[src/rtl/decnx_seq.sv]
// rtl/decnx_seq.sv - N-to-2^N registered one-hot decoder with enable; auto-advance scan mode
// is built only when DECNX_SCAN_EN is defined.
module decnx_seq #(
   parameter int N     = 3,
   parameter int DIV_W = 4
) (
   input  logic              CLK,
   input  logic              RSTB,
   input  logic [N-1:0]      A,
   input  logic              LOAD,
   input  logic              EN,
   input  logic              SCAN,
   input  logic [DIV_W-1:0]  DIV,
   output logic [2**N-1:0]   Y,
   output logic [N-1:0]      IDX,
   output logic              BUSY,
   output logic              WRAPPED
);
   localparam int M = 2**N;

   logic [N-1:0] idx;
   logic [N-1:0] idx_next;
   logic [M-1:0] y_next;

   // Y is decoded from the post-update index so Y and IDX always agree.
   always_comb begin
      y_next = '0;
      y_next[idx_next] = EN;
   end

   assign IDX = idx;

`ifdef DECNX_SCAN_EN
   typedef enum logic {S_IDLE, S_SCAN} state_t;

   state_t           state;
   logic [DIV_W-1:0] cnt;
   logic [DIV_W-1:0] cnt_next;
   logic             step;
   logic             wrap_next;

   // LOAD outranks everything but reset; leaving SCAN drops the prescaler and holds idx.
   always_comb begin
      idx_next = idx;
      cnt_next = cnt;
      step     = 1'b0;
      if (LOAD) begin
         idx_next = A;
         cnt_next = '0;
      end else if (state == S_SCAN && !SCAN) begin
         cnt_next = '0;
      end else if (EN && state == S_SCAN) begin
         if (cnt >= DIV) begin
            step     = 1'b1;
            idx_next = idx + 1'b1;
            cnt_next = '0;
         end else begin
            cnt_next = cnt + 1'b1;
         end
      end
   end

   assign wrap_next = step && (idx == '1);

   always_ff @(posedge CLK) begin
      if (!RSTB) begin
         state   <= S_IDLE;
         idx     <= '0;
         cnt     <= '0;
         Y       <= '0;
         WRAPPED <= 1'b0;
      end else begin
         idx     <= idx_next;
         cnt     <= cnt_next;
         Y       <= y_next;
         WRAPPED <= wrap_next;
         case (state)
            S_IDLE: if (SCAN && EN && !LOAD) state <= S_SCAN;
            S_SCAN: if (!SCAN) state <= S_IDLE;
         endcase
      end
   end

   assign BUSY = (state == S_SCAN);
`else
   logic unused_scan;

   assign unused_scan = ^{SCAN, DIV};
   assign idx_next    = LOAD ? A : idx;

   always_ff @(posedge CLK) begin
      if (!RSTB) begin
         idx <= '0;
         Y   <= '0;
      end else begin
         idx <= idx_next;
         Y   <= y_next;
      end
   end

   assign BUSY    = 1'b0;
   assign WRAPPED = 1'b0;
`endif

endmodule

[config.mk]
export PLATFORM = sky130hd
export DESIGN_NAME = decnx_seq
export DESIGN_NICKNAME = d
export VERILOG_FILES = /design/src/rtl/decnx_seq.sv
export SDC_FILE = /design/constraint.sdc
export NUM_CORES = 1
export LEC_CHECK = 0
export CELL_PAD_IN_SITES_DETAIL_PLACEMENT = 2
export CELL_PAD_IN_SITES_GLOBAL_PLACEMENT = 2
export CORE_UTILIZATION = 33
export DETAILED_ROUTE_END_ITERATION = 8
export DONT_BUFFER_PORTS = 1
export MAX_ROUTING_LAYER = met4
export PLACE_DENSITY = 0.74
export SETUP_SLACK_MARGIN = 0.02
export SKIP_LAST_GASP = 1
export SYNTH_ARGS = -nofsm -noshare
export SYNTH_HDL_FRONTEND = slang
export SYNTH_SLANG_ARGS = --single-unit
[constraint.sdc]
create_clock -name CLK -period 2.1 [get_ports CLK]
set_clock_uncertainty 0.1 [all_clocks]
set_input_delay 0.525 -clock CLK [delete_from_list [all_inputs] [get_ports CLK]]
set_output_delay 0.525 -clock CLK [all_outputs]
set_load 0.02 [all_outputs]
Word level (Yosys, flattened, before mapping)
Index checks and enable logic that the tools add are counted.
{ "totals": {"wordCells": 9, "memories": 0, "rom_bits": 0, "out_inout_bits": 13, "inputBits": 12, "latch_bits": 0, "mem_bits_rw": 0, "register_bits": 11} }
{ "op_classes": {"multipliers": 0, "div_mod_pow": 0, "n_addsub": 0, "eq_ne": 0, "shift": 0, "magnitude_cmp": 2, "muxes": 3, "reduce_logical": 1, "bitwise_logic": 1} }
{ "ops": {"columns": ["cell", "count"], "rows": [
  ["$and 8x8->8", 1],
  ["$lt 3x4->1 const B", 1],
  ["$demux 1 s3", 1],
  ["$ge 3x1->1 const B", 1],
  ["$mux 3", 1],
  ["$logic_and 1x1->1", 1],
  ["$mux 1", 1]
]} }

Depth between registers and ports, before layout
{ "logic_depth": {"word_depth": 6, "ltp_mapped": 3, "mapped_depth_nobuf": 2} }

Worst setup path before layout
Ideal clock, no wire load.
{ "synth_path": {"path_type": "in2reg", "startpoint": "input LOAD", "endpoint": "register Y[2]", "path_stages": 3, "t_arrival_ps": 1227, "setup_ps": 86, "path_buffers": 1, "setup_slack_ps": 688, "cell_sequence": "buf_6 > or3b_1 > a211oi_1"} }
{ "synth_via": {"elab_chain_len": 6, "elab_cells_between_ends": 7} }
{ "synth_rtl": {"columns": ["element", "line_no", "rtl"], "rows": [
  ["start, declared", "10", "input logic LOAD,"],
  ["$mux 3 (*)", "89", "assign idx_next = LOAD ? A : idx;"],
  ["$lt 3x4->1 (implied by the code) or $ge 3x1->1 (tied branches)", "28", "y_next[idx_next] = EN;"],
  ["$logic_and 1x1->1 (implied by the code)", "28", null],
  ["$mux 1 (implied by the code)", "28", null],
  ["$demux 1 s3 (*)", "28", null],
  ["$and 8x8->8 (no line) (*)", null, null],
  ["end signal, assigned", "97", "Y <= y_next;"],
  ["end, declared", "14", "output logic [2**N-1:0] Y,"]
]} }
Every way passes the cells marked *; elsewhere a longest branch is shown, timed or not.
A chain may end at the register's enable or synchronous reset.

Worst setup path in the final report
{ "layout_path": {"startpoint": "register idx[2], in the netlist IDX[2]", "endpoint": "output IDX[2]"} }
{ "layout_rtl": {"columns": ["element", "line_no", "rtl"], "rows": [
  ["start, declared", "21", "logic [N-1:0] idx;"],
  ["start signal, assigned", "96", "idx <= idx_next;"],
  ["end, declared", "15", "output logic [N-1:0] IDX,"]
]} }
No word-level cell between the ends.

==> results.tsv <==
metric	value	unit
status	finished clean	
Worst VDD drop	0.000334	V
n_diodes	0	
share of cells above drive strength 1	0.0976	
Layout Nets	54	
Cell Pwr Density	866	nW/µm²
TritonCTS Buffers	3	
CP endpoint kind	output pin	
setup bufs post-CTS	0	
most common cell in the netlist	dfxtp_1	
die height	38.3	µm
Placer Congestion	0.626	
RSZ-0062 raised after global routing	no	
Warnings, synthesis	0	
Synth Flop Type	dfxtp_1	
flop2flop setup slack	690	ps
Hold Path Stages	1	
ranking of synthesized cells by area	dfxtp_1 51%, a211oi_1 14%, mux2i_1 6.9%, or3b_1 6.1%, nand3b_1 5.2%	
fillers	131	
total gr overflow	0	
Max H-tree Level	1	
Final Hold Vio Count	0	
Worst EP required	1470	ps
Yosys top cell area share	0.507	
Yosys cell types	14	
DP Worst Slack	706	ps
CP max FO	6	
Synth Area per Inst	11.1	µm²
PostCTS Resize Cnt	0	
register area share after synthesis	0.507	
Ports	25	
Pleak	0.159	nW
Core Area	1170	µm²
r2r startpoint	IDX[1]	
top layer in use	met3	
final wirelength	830	µm
Routed Antenna Nets	0	
vias in the first global route	336	
final worst slack	681	ps
number of flops mapped to enable cells by yosys	0	
Port Buffers	0	
largest net degree at the start of global routing	13	
Max Fclk	0.705	GHz
setup TNS	0	ps
Yosys reg bits	11	
reg2reg end	Y[3]	
Initial DRC Count	3	
WL met3	92	µm
antenna violations before repair	0	
Hold Path End	IDX[0]	
Cell Area, Synth	434	µm²
Syn Inst Count	39	
Worst Hold Launch	RSTB	
kind of critical path	flip-flop to output pin	
Clock Tree Buf Depth	2	
vias per cell	5.29	
commonest cells in the netlist	11 x dfxtp_1, 8 x a211oi_1, 3 x mux2i_1, 3 x nand3b_1, 3 x or3b_1	
Post-Route M1 WL	334	µm
Worst EP arrival	790	ps
die area	1460	µm²
routed via count	291	
area added between synthesis and finish	4.90	%
hold buffers post-CTS	0	
clk sinks	11	
Final Util	0.389	
Final Max Slew Viols	0	
num rows	12	
first-pass GRT wire length	1500	µm
Reg2Reg Depth	2	
wire length per cell	15.1	µm
Tmin final	1420	ps
Starting Density	0.371	
CTS Root Cell	clkbuf_4	
top cell type by total area after synthesis	dfxtp_1	
Reg clk slew, reported paths	70	ps
Final setup viols	0	
Tightest Hold Check Type	input port to flip-flop	
fraction of registers with async set/reset	0	
met2 routed WL	403	µm
# DRC	0	
1st-pass router iterations	2	
Max-cap violations	0	
CTS tree	yes	
Setup crit start kind	flip-flop	
total track usage	0.154	
worst-skew pair later-pin latency	260	ps
Die X	38.3	µm
Final Cycle Share	0.676	
-- worst max-delay path by stage --
stage / from / endpoint / slack [ps] / depth (start not counted)
floorplan: LOAD / Y[2] / 690 / 3
detailed placement: IDX[1] / Y[3] / 710 / 2
CTS: IDX[1] / Y[3] / 650 / 2
finish: IDX[2] / IDX[2] / 680 / 0
global placement: LOAD / Y[4] / 760 / 2
global route: IDX[2] / Y[5] / 610 / 2
-- flip-flops by register name, indices dropped and copies added (netlist names) --
name	count
Y	8
IDX	3
-- report_power, final --
| part | switching, mW | internal (mW) | leakage (nW) |
|---|---|---|---|
| Clock | 0.0657 | 0.0732 | 0.0150 |
| Combinational | 0.0153 | 0.0116 | 0.0547 |
| Sequential | 0.0134 | 0.215 | 0.0895 |
-- metal layers --
| metal | vias up | track usage |
|---|---|---|
| met3 | 0 | 0.0814 |
| li1 | 143 | - |
| met1 | 132 | 0.165 |
| met5 | - | - |
| met4 | 0 | 0.0268 |
| met2 | 16 | 0.254 |
-- cell type report --
cell class,instances,area (µm²),share of cell area
Sequential cell,11,220,0.484
Multi-Input combinational cell,26,191,0.420
Tap cell,14,17.5,0.0385
Clock buffer,4,26.3,0.0577
-- stage by stage --
step / cells / power, mW / hold slack [ps] / cell area, µm²
after floorplan: 40 / 0.261 / 522 / 438
after global placement: 51 / 0.259 / 550 / 429
after detailed placement: 51 / 0.261 / 562 / 429
after CTS: 55 / 0.403 / 284 / 455
after global routing: 55 / 0.423 / 277 / 455
final: 55 / 0.394 / 290 / 455
-- logic make-up after synthesis --
family | after synthesis | share of synthesized area
compound gates | 8 | 0.138
buf+inv | 3 | 0.0605
flops | 11 | 0.507
mux | 4 | 0.0951
other cells | 1 | 0.00864
simple gates | 12 | 0.190
-- cell usage in the layout (no fill, tap or decap) --
cell type	instances
dfxtp_1	11
a211oi_1	8
nand3b_1	3
or3b_1	3
mux2i_1	3
clkbuf_4	3
nor2b_1	2
conb_1	2
nand3_1	1
mux2_2	1
nand2_1	1
or3_1	1
and2_1	1
clkbuf_1	1
Note: power is estimated with default switching activity, not from simulation.
